File: src/rtl/uart_pkg.sv
// Shared UART types and constants: receiver FSM states, line levels, default sizing.
package uart_pkg;

  typedef enum logic [2:0] {
    ST_IDLE,
    ST_START,
    ST_DATA,
    ST_STOP,
    ST_WAIT_IDLE
  } uart_rx_state_t;

  localparam logic UART_START_BIT = 1'b0;
  localparam logic UART_STOP_BIT  = 1'b1;

  localparam int UART_OVERSAMPLE_DEF = 16;
  localparam int UART_DATA_BITS_DEF  = 8;

  // 2-of-3 vote used to reject single-tick glitches on the line.
  function automatic logic maj3(input logic a, input logic b, input logic c);
    return (a & b) | (a & c) | (b & c);
  endfunction

endpackage

File: src/rtl/uart_rx_if.sv
// Receiver output bundle: byte, valid/error strobes and busy status.
interface uart_rx_if #(
  parameter int DATA_BITS = uart_pkg::UART_DATA_BITS_DEF
);
  logic [DATA_BITS-1:0] rx_data;
  logic                 rx_valid;
  logic                 frame_err;
  logic                 busy;

  modport master (
    output rx_data,
    output rx_valid,
    output frame_err,
    output busy
  );

  modport slave (
    input rx_data,
    input rx_valid,
    input frame_err,
    input busy
  );
endinterface

File: src/rtl/uart_sync2.sv
// Two-flop synchronizer for a single asynchronous bit; RST_VAL sets the reset level of both flops.
module uart_sync2 #(
  parameter logic RST_VAL = 1'b1
) (
  input  logic clk,
  input  logic rst_n,
  input  logic d_i,
  output logic q_o
);
  logic meta_q;
  logic sync_q;

  always_ff @(posedge clk or negedge rst_n) begin
    if (!rst_n) begin
      meta_q <= RST_VAL;
      sync_q <= RST_VAL;
    end else begin
      meta_q <= d_i;
      sync_q <= meta_q;
    end
  end

  assign q_o = sync_q;
endmodule

File: src/rtl/uart_rx.sv
// 8N1-style oversampling UART receiver; one-cycle rx_valid / frame_err pulses after the stop sample.
// Optional UART_RX_MAJORITY_EN: 2-of-3 vote around each mid-bit sample, decision one tick later.
module uart_rx
  import uart_pkg::*;
#(
  parameter int OVERSAMPLE = UART_OVERSAMPLE_DEF,
  parameter int DATA_BITS  = UART_DATA_BITS_DEF
) (
  input  logic      clk,
  input  logic      rst_n,
  input  logic      os_tick,
  input  logic      rx,
  uart_rx_if.master rx_if
);
  localparam int OW = $clog2(OVERSAMPLE);
  localparam int BW = $clog2(DATA_BITS);

  localparam logic [OW-1:0] CNT_LAST = OW'(OVERSAMPLE - 1);
  localparam logic [BW-1:0] BIT_LAST = BW'(DATA_BITS - 1);
`ifdef UART_RX_MAJORITY_EN
  localparam logic [OW-1:0] CNT_START = OW'(OVERSAMPLE / 2);
`else
  localparam logic [OW-1:0] CNT_START = OW'(OVERSAMPLE / 2 - 1);
`endif

  logic rx_s;
  logic sample;

  uart_rx_state_t       state_q, state_d;
  logic [OW-1:0]        os_cnt_q, os_cnt_d;
  logic [BW-1:0]        bit_cnt_q, bit_cnt_d;
  logic [DATA_BITS-1:0] shift_q, shift_d;
  logic [DATA_BITS-1:0] rx_data_q, rx_data_d;
  logic                 rx_valid_q, rx_valid_d;
  logic                 frame_err_q, frame_err_d;

  uart_sync2 #(
    .RST_VAL (1'b1)
  ) u_sync (
    .clk   (clk),
    .rst_n (rst_n),
    .d_i   (rx),
    .q_o   (rx_s)
  );

`ifdef UART_RX_MAJORITY_EN
  // Last two tick samples; combined with the current one at mid+1 they span mid-1..mid+1.
  logic [1:0] hist_q, hist_d;

  always_comb begin
    hist_d = hist_q;
    if (os_tick) begin
      hist_d = {hist_q[0], rx_s};
    end
  end

  always_ff @(posedge clk or negedge rst_n) begin
    if (!rst_n) begin
      hist_q <= 2'b11;
    end else begin
      hist_q <= hist_d;
    end
  end

  assign sample = maj3(hist_q[1], hist_q[0], rx_s);
`else
  assign sample = rx_s;
`endif

  always_comb begin
    state_d     = state_q;
    os_cnt_d    = os_tick ? os_cnt_q + 1'b1 : os_cnt_q;
    bit_cnt_d   = bit_cnt_q;
    shift_d     = shift_q;
    rx_data_d   = rx_data_q;
    rx_valid_d  = 1'b0;
    frame_err_d = 1'b0;

    unique case (state_q)
      ST_IDLE: begin
        os_cnt_d  = '0;
        bit_cnt_d = '0;
        if (rx_s == UART_START_BIT) begin
          state_d = ST_START;
        end
      end

      ST_START: begin
        if (os_tick && os_cnt_q == CNT_START) begin
          state_d   = (sample == UART_START_BIT) ? ST_DATA : ST_IDLE;
          os_cnt_d  = '0;
          bit_cnt_d = '0;
        end
      end

      // Data sampling runs a full bit period after the start check, so the counter just wraps.
      ST_DATA: begin
        if (os_tick && os_cnt_q == CNT_LAST) begin
          shift_d   = {sample, shift_q[DATA_BITS-1:1]};
          bit_cnt_d = bit_cnt_q + 1'b1;
          if (bit_cnt_q == BIT_LAST) begin
            state_d   = ST_STOP;
            os_cnt_d  = '0;
            bit_cnt_d = '0;
          end
        end
      end

      ST_STOP: begin
        if (os_tick && os_cnt_q == CNT_LAST) begin
          os_cnt_d  = '0;
          bit_cnt_d = '0;
          if (sample == UART_STOP_BIT) begin
            rx_data_d  = shift_q;
            rx_valid_d = 1'b1;
            state_d    = ST_IDLE;
          end else begin
            frame_err_d = 1'b1;
            state_d     = ST_WAIT_IDLE;
          end
        end
      end

      // A held-low line (break) reports once, then waits here for the line to recover.
      ST_WAIT_IDLE: begin
        os_cnt_d  = '0;
        bit_cnt_d = '0;
        if (rx_s == UART_STOP_BIT) begin
          state_d = ST_IDLE;
        end
      end

      default: begin
        state_d   = ST_IDLE;
        os_cnt_d  = '0;
        bit_cnt_d = '0;
      end
    endcase
  end

  always_ff @(posedge clk or negedge rst_n) begin
    if (!rst_n) begin
      state_q     <= ST_IDLE;
      os_cnt_q    <= '0;
      bit_cnt_q   <= '0;
      shift_q     <= '0;
      rx_data_q   <= '0;
      rx_valid_q  <= 1'b0;
      frame_err_q <= 1'b0;
    end else begin
      state_q     <= state_d;
      os_cnt_q    <= os_cnt_d;
      bit_cnt_q   <= bit_cnt_d;
      shift_q     <= shift_d;
      rx_data_q   <= rx_data_d;
      rx_valid_q  <= rx_valid_d;
      frame_err_q <= frame_err_d;
    end
  end

  assign rx_if.rx_data   = rx_data_q;
  assign rx_if.rx_valid  = rx_valid_q;
  assign rx_if.frame_err = frame_err_q;
  assign rx_if.busy      = (state_q != ST_IDLE);

endmodule

File: src/flat_wrapper.sv
// flat-port wrapper written by rule: the top's interface ports become plain ports
module uart_rx_flat import uart_pkg::*;
#(
  parameter int OVERSAMPLE = UART_OVERSAMPLE_DEF,
  parameter int DATA_BITS  = UART_DATA_BITS_DEF
)
  (clk, rst_n, os_tick, rx, rx_if_rx_data, rx_if_rx_valid, rx_if_frame_err, rx_if_busy);
  uart_rx_if #(.DATA_BITS(DATA_BITS)) rx_if_i ();
  input  logic clk;
  input  logic rst_n;
  input  logic os_tick;
  input  logic rx;
  output wire logic [$bits(rx_if_i.rx_data)-1:0] rx_if_rx_data;
  output wire logic [$bits(rx_if_i.rx_valid)-1:0] rx_if_rx_valid;
  output wire logic [$bits(rx_if_i.frame_err)-1:0] rx_if_frame_err;
  output wire logic [$bits(rx_if_i.busy)-1:0] rx_if_busy;
  assign rx_if_rx_data = rx_if_i.rx_data;
  assign rx_if_rx_valid = rx_if_i.rx_valid;
  assign rx_if_frame_err = rx_if_i.frame_err;
  assign rx_if_busy = rx_if_i.busy;
  uart_rx #(.OVERSAMPLE(OVERSAMPLE), .DATA_BITS(DATA_BITS)) u_core (.clk(clk), .rst_n(rst_n), .os_tick(os_tick), .rx(rx), .rx_if(rx_if_i));
endmodule
File: config.mk
export PLATFORM = sky130hd
export DESIGN_NAME = uart_rx_flat
export DESIGN_NICKNAME = d
export VERILOG_FILES = /design/src/rtl/uart_pkg.sv /design/src/rtl/uart_rx_if.sv /design/src/rtl/uart_sync2.sv /design/src/rtl/uart_rx.sv /design/src/flat_wrapper.sv
export SDC_FILE = /design/constraint.sdc
export NUM_CORES = 1
export LEC_CHECK = 0
export ABC_CLOCK_PERIOD_IN_PS = 1700
export CAP_MARGIN = 20
export CORE_ASPECT_RATIO = 1.4
export CORE_UTILIZATION = 35
export DETAILED_ROUTE_END_ITERATION = 10
export PLACE_DENSITY = 0.64
export SLEW_MARGIN = 20
export SYNTH_ARGS = -nofsm -noshare
export SYNTH_HDL_FRONTEND = slang
export SYNTH_HIERARCHICAL = 1
export SYNTH_SLANG_ARGS = --single-unit
File: constraint.sdc
create_clock -name clk -period 1.7 [get_ports clk]
set_input_delay 0.17 -clock clk [delete_from_list [all_inputs] [get_ports clk]]
set_output_delay 0.17 -clock clk [all_outputs]
set_load 0.02 [all_outputs]
Yosys cells after proc, flatten, opt, wreduce, memory -nomap -nowiden

Index checks and enable logic that the tools add are counted.

Bits in writable memories: 0
Flip-flop bits (word level): 30
Memory bits (read-only): 0
Memories kept: 0
Input bits: 4
Bits in latches: 0
Word-level logic and storage cells: 58

Muxes and demuxes: 26
Divide/modulo/power cells: 0
Multipliers: 0
Shift operators: 0
Add/subtract/negate cells: 2
Bitwise gates (word level): 0
Reductions and logical operators: 8
Magnitude comparators: 0
Equal/unequal tests: 13

Operators with widths:

| cell                  | count |
|---|---|
| $mux W3               | 11 |
| $mux W4               | 5 |
| $pmux W3 S5           | 1 |
| $pmux W4 S3           | 1 |
| $pmux W3 S3           | 1 |
| $ne A2 B1 Y1 const B  | 4 |
| $eq A3 B2 Y1 const B  | 2 |
| $eq A3 B3 Y1 const B  | 2 |
| $mux W1               | 6 |
| $reduce_and A3 Y1     | 2 |
| $reduce_and A6 Y1     | 1 |
| $add A4 B1 Y4 const B | 1 |
| $eq A4 B3 Y1 const B  | 1 |
| $eq A4 B4 Y1 const B  | 1 |
| $ne A2 B2 Y1 const B  | 2 |
| $add A3 B1 Y3 const B | 1 |
| $eq A3 B1 Y1 const B  | 1 |
| $logic_not A3 Y1      | 1 |
| $reduce_bool A3 Y1    | 1 |
| $logic_and A1 B1 Y1   | 2 |
| $mux W2               | 1 |
| $reduce_and A2 Y1     | 1 |

Depth between registers and ports, before layout

Depth in word-level cells: 5
Depth in mapped cells: 5
Gate-level depth less buffers: 5

By module

Netlist, hierarchy kept.

By module, submodules not included:

| module     | instances | cells an instance | area each (um2) |
|---|---|---|---|
| uart_rx    | 1         | 100               | 1267.5 |
| uart_sync2 | 1         | 2                 | 52.6 |

Worst setup path after synthesis

No wires, ideal clock.

Path kind: register -> register
Start point: register u_core.os_cnt_q[0]
End point: register u_core.shift_q[0]
Stages on the path, launching flop included: 6
Period minus slack after synthesis: 1.668 ns
Path buffers: 1
Arrival: 1.543 ns
Setup slack: 0.032 ns
Cell sequence: dfrtp_1 ha_1 and3_2 buf_2 nand3_1 mux2_2

Word-level cells in the longest chain between the ends: 3

Ends and longest elaborated chain:

| item                        | RTL line       | text |
|---|---|---|
| start, declared             | uart_rx.sv:30  | `logic [OW-1:0] os_cnt_q, os_cnt_d;` |
| start signal, assigned      | uart_rx.sv:152 | `os_cnt_q <= os_cnt_d;` |
| $eq A4 B4 Y1                | uart_rx.sv:98  | `if (os_tick && os_cnt_q == CNT_LAST) begin` |
| $logic_and A1 B1 Y1         | uart_rx.sv:98  |  |
| $reduce_and A2 Y1 (no line) | n/a            |  |
| end signal, assigned        | uart_rx.sv:154 | `shift_q <= shift_d;` |
| end, declared               | uart_rx.sv:32  | `logic [DATA_BITS-1:0] shift_q, shift_d;` |

No other way between the ends.
A chain may end at the register's enable or synchronous reset.

Worst setup path after layout

Start point: register u_core.os_cnt_q[0]
End point: register u_core.rx_data_q[3], in the netlist u_core/rx_if.rx_data[3]

Word-level cells in the longest chain between the ends: 3

Ends and longest elaborated chain:

| item                        | RTL line       | text |
|---|---|---|
| $eq A4 B4 Y1                | uart_rx.sv:110 | `if (os_tick && os_cnt_q == CNT_LAST) begin` |
| $logic_and A1 B1 Y1         | uart_rx.sv:110 |  |
| $reduce_and A3 Y1 (no line) | n/a            |  |
| end signal, assigned        | uart_rx.sv:155 | `rx_data_q <= rx_data_d;` |
| end, declared               | uart_rx.sv:33  | `logic [DATA_BITS-1:0] rx_data_q, rx_data_d;` |

No other way between the ends.

==> summary.txt <==
Outcome -> completed
Port bufs -> 14
Clock Tree Buf Depth -> 2
Layout cells sized above 1 -> 34.35%
Io pins -> 15
Total GRT Usage -> 15.08%
Critical Path AT -> 1810 ps
# setup viols final -> 0
Async set-reset flop share out of synthesis -> 100.0%
Fillers -> 345
Flops & latches, synth -> 30
Detail Route Antenna Nets -> 0
Critical-path cell list -> ha_2 -> nand3_2 -> nor4_4 -> buf_6 -> mux2_2
Static leakage -> 0.7918 nW
Max IR drop VDD -> 0.0008511 V
Ys Warns -> 6
CP peak stage delay -> 390 ps
Die footprint -> 4024 sq um
GR Util met2 -> 22.63%
Cts bufs inserted -> 5
Max_cap viols -> 0
WS Path Type -> reg2reg
Least-Margin Pin Slew -> 374.7 ps
Core area -> 3643 sq um
Antenna diode count -> 0
First-pass GRT wire length -> 4188 um
Slowest-stage cell, CP -> dfrtp_1
Drt via density -> 5.318
Largest net degree at the start of global routing -> 31
Net count, final -> 137
CP delay by family, top -> simple AND/OR/NAND/NOR gates
Ys flop type -> dfrtp_1
Via count -> 920
CTS tree -> built
Post-synth EDFFs -> 0
Busiest layer in global routing -> met2
Cell area power density -> 1103 nW/um^2
Hold Crit Class -> in2async
Clk Latency, worst-skew pair -> 280 ps
Slew headroom -> 75.02%
Average wire per standard cell -> 14.31 um
WP buf/inv -> 1
Total nets after synthesis -> 109
# DRC -> 0
Final TNS setup -> 0 ps
Worst Setup SP -> u_core/os_cnt_q[0]$_DFF_PN0_
Final Hold Viols -> 0
Antenna violations before repair -> 0
Sequential-to-total area share from yosys stat -> 57.06%
Distinct cells, synth -> 36
Worst-case clock skew -> 6.648 ps
Startpoint Class -> flip-flop
RD Place Congestion -> 0.9008
Met3 Use GR -> 5.657%
Final wirelength -> 2476 um
Worst Setup End Kind -> flip-flop
Die X-Extent -> 53.90 um
DR iter-0 viols -> 11
Die height -> 74.67 um
CTS H-tree lvls -> 2
Post-Synthesis Cell Area -> 1320 sq um
Initial Utilization -> 36.23%
Pwr Total -> 1.851 mW
Worst r2r src -> u_core/os_cnt_q[0]$_DFF_PN0_
CTS root buf -> clkbuf_8
First-pass DRT Iterations -> 4
Crit path max fanout -> 9
Vias in the first global route -> 975
Clk sinks -> 30
CTS Hold Bufs -> 0
Clock-pin slew on the worst setup and hold paths -> 70 ps
Fin crit period -> 1652 ps
Worst EP required -> 1860 ps
Gate Count Post-Synth -> 102
# rows -> 26
P&R area growth vs syn -> 27.11%
Period utilisation layout -> 97.17%
Grt total ovfl -> 0
DP HPWL -> 1766 um
RSZ-0062 raised after global routing -> false
Met1 usage -> 17.19%
Mapped Avg Cell Area -> 12.94 sq um
Fmax -> 0.6054 GHz
Final max-slew violation count -> 0
worst reg2reg max path: cells and delay by family, from the launching register on:
kind	cells	cell delay (ps)
multiplexers	1	340
adder cells (fa/ha/maj)	1	220
buffers and inverters	1	180
AND/OR/NAND/NOR	2	400
flip-flops	1	390
power by group:
| group | switching (mW) | internal [mW] | total [mW] | leakage [nW] |
|---|---|---|---|---|
| Sequential | 0.0992 | 0.784 | 0.884 | 0.400 |
| Combinational | 0.202 | 0.179 | 0.381 | 0.345 |
| Clock | 0.262 | 0.324 | 0.586 | 0.0472 |
area by class of cell:
class                      instances  area [sq um]  share of cell area (%)
tap                               42         52.55                   3.132
inverter                           2         7.507                  0.4474
multi-input combinational         65         536.8                   31.99
timing repair buffer              26         232.7                   13.87
clock inverter                     2         12.51                  0.7457
clock buffer                       6         82.58                   4.922
sequential                        30         753.2                   44.89
synthesized netlist by cell type, types with 2 or more instances:
library cell  count  area share (%)
dfstp_2           2             4.0
nand2_1           7             2.0
a32o_1            2             1.5
ha_1              3             2.8
mux2_2           16              14
a21oi_1           4             1.5
dfrtp_1          28              53
xor2_1            2             1.3
nand4_1           3             1.4
clkbuf_1          2            0.57
inv_1             2            0.57
nor2_1            4             1.1
nor4_1            4             1.9
flip-flops by register name, indices dropped and copies added (netlist names):
signal                  count
u_core/shift_q              8
u_core/u_sync/meta_q        1
u_core/rx_if.rx_data        8
u_core/state_q              3
u_core/rx_if.frame_err      1
u_core/rx_if.rx_valid       1
u_core/bit_cnt_q            3
u_core/os_cnt_q             4
u_core/u_sync/q_o           1
final timing paths:
kind,end,slack (ps),cells after the start
setup / recovery,u_core/rx_if.rx_data[3]$_DFFE_PN0P_,50,5
min in group clk,u_core/u_sync/meta_q$_DFF_PN1_,290,1
max in group asynchronous,u_core/u_sync/q_o$_DFF_PN1_,1110,2
hold reg to reg,u_core/u_sync/q_o$_DFF_PN1_,360,0
setup reg to reg,u_core/rx_if.rx_data[3]$_DFFE_PN0P_,50,5
hold / removal,u_core/shift_q[5]$_DFFE_PN0P_,270,2
repair_timing:
| action | 4_1_cts | 5_1_grt |
|---|---|---|
| setup endpoints to repair | 1 | 9 |
| gates resized for setup | 1 | 3 |
| cloned | 0 | 0 |
| pin swaps | 0 | 0 |
| setup buffers | 0 | 1 |
placed cells by master (no fill, tap or decap), types with 2 or more instances in the layout:
cell type,Yosys,routed
nor2_1,4,4
mux2_2,16,16
a32o_1,2,2
ha_1,3,2
clkdlybuf4s50_1,0,13
nor4_1,4,3
nand2_1,7,7
inv_1,2,2
xor2_1,2,2
buf_4,1,11
dfrtp_1,28,28
dfstp_2,2,2
nand4_1,3,3
clkbuf_8,0,6
a21oi_1,4,4
routing by layer:
metal / up-vias / part of all wire, %
met5: - / 0
met3: 9 / 4.5
met2: 23 / 50
met4: 0 / 3.3
met1: 457 / 42
li1: 431 / -
cell families (layout without fill, tap and decap cells):
logic type / Yosys count / after routing / share of synthesized area, %
DFF: 30 / 30 / 57.06
and+or+nand+nor: 29 / 29 / 13.18
muxes: 17 / 17 / 14.41
AOI/OAI and AO/OA: 13 / 13 / 7.584
buffers and inverters: 7 / 36 / 2.939
adders and majority gates: 3 / 3 / 2.844
xor gates and xnor gates: 3 / 3 / 1.991
per-stage QoR:
stage / utilization, % / std cells / setup WS [ps] / instance area (sq um) / hold WS (ps)
6_report: 46.05 / 173 / 48.13 / 1678 / 270.8
4_1_cts: 45.50 / 172 / 13.08 / 1658 / 279.2
3_5_place_dp: 42.93 / 164 / -72.11 / 1564 / 347.6
3_3_place_gp: 42.93 / 164 / -25.87 / 1564 / 347.1
5_1_grt: 46.05 / 173 / 3.087 / 1678 / 289.7
2_1_floorplan: - / 102 / 32.09 / 1320 / -125.6
No activity file was read; power rests on OpenSTA's default activity.
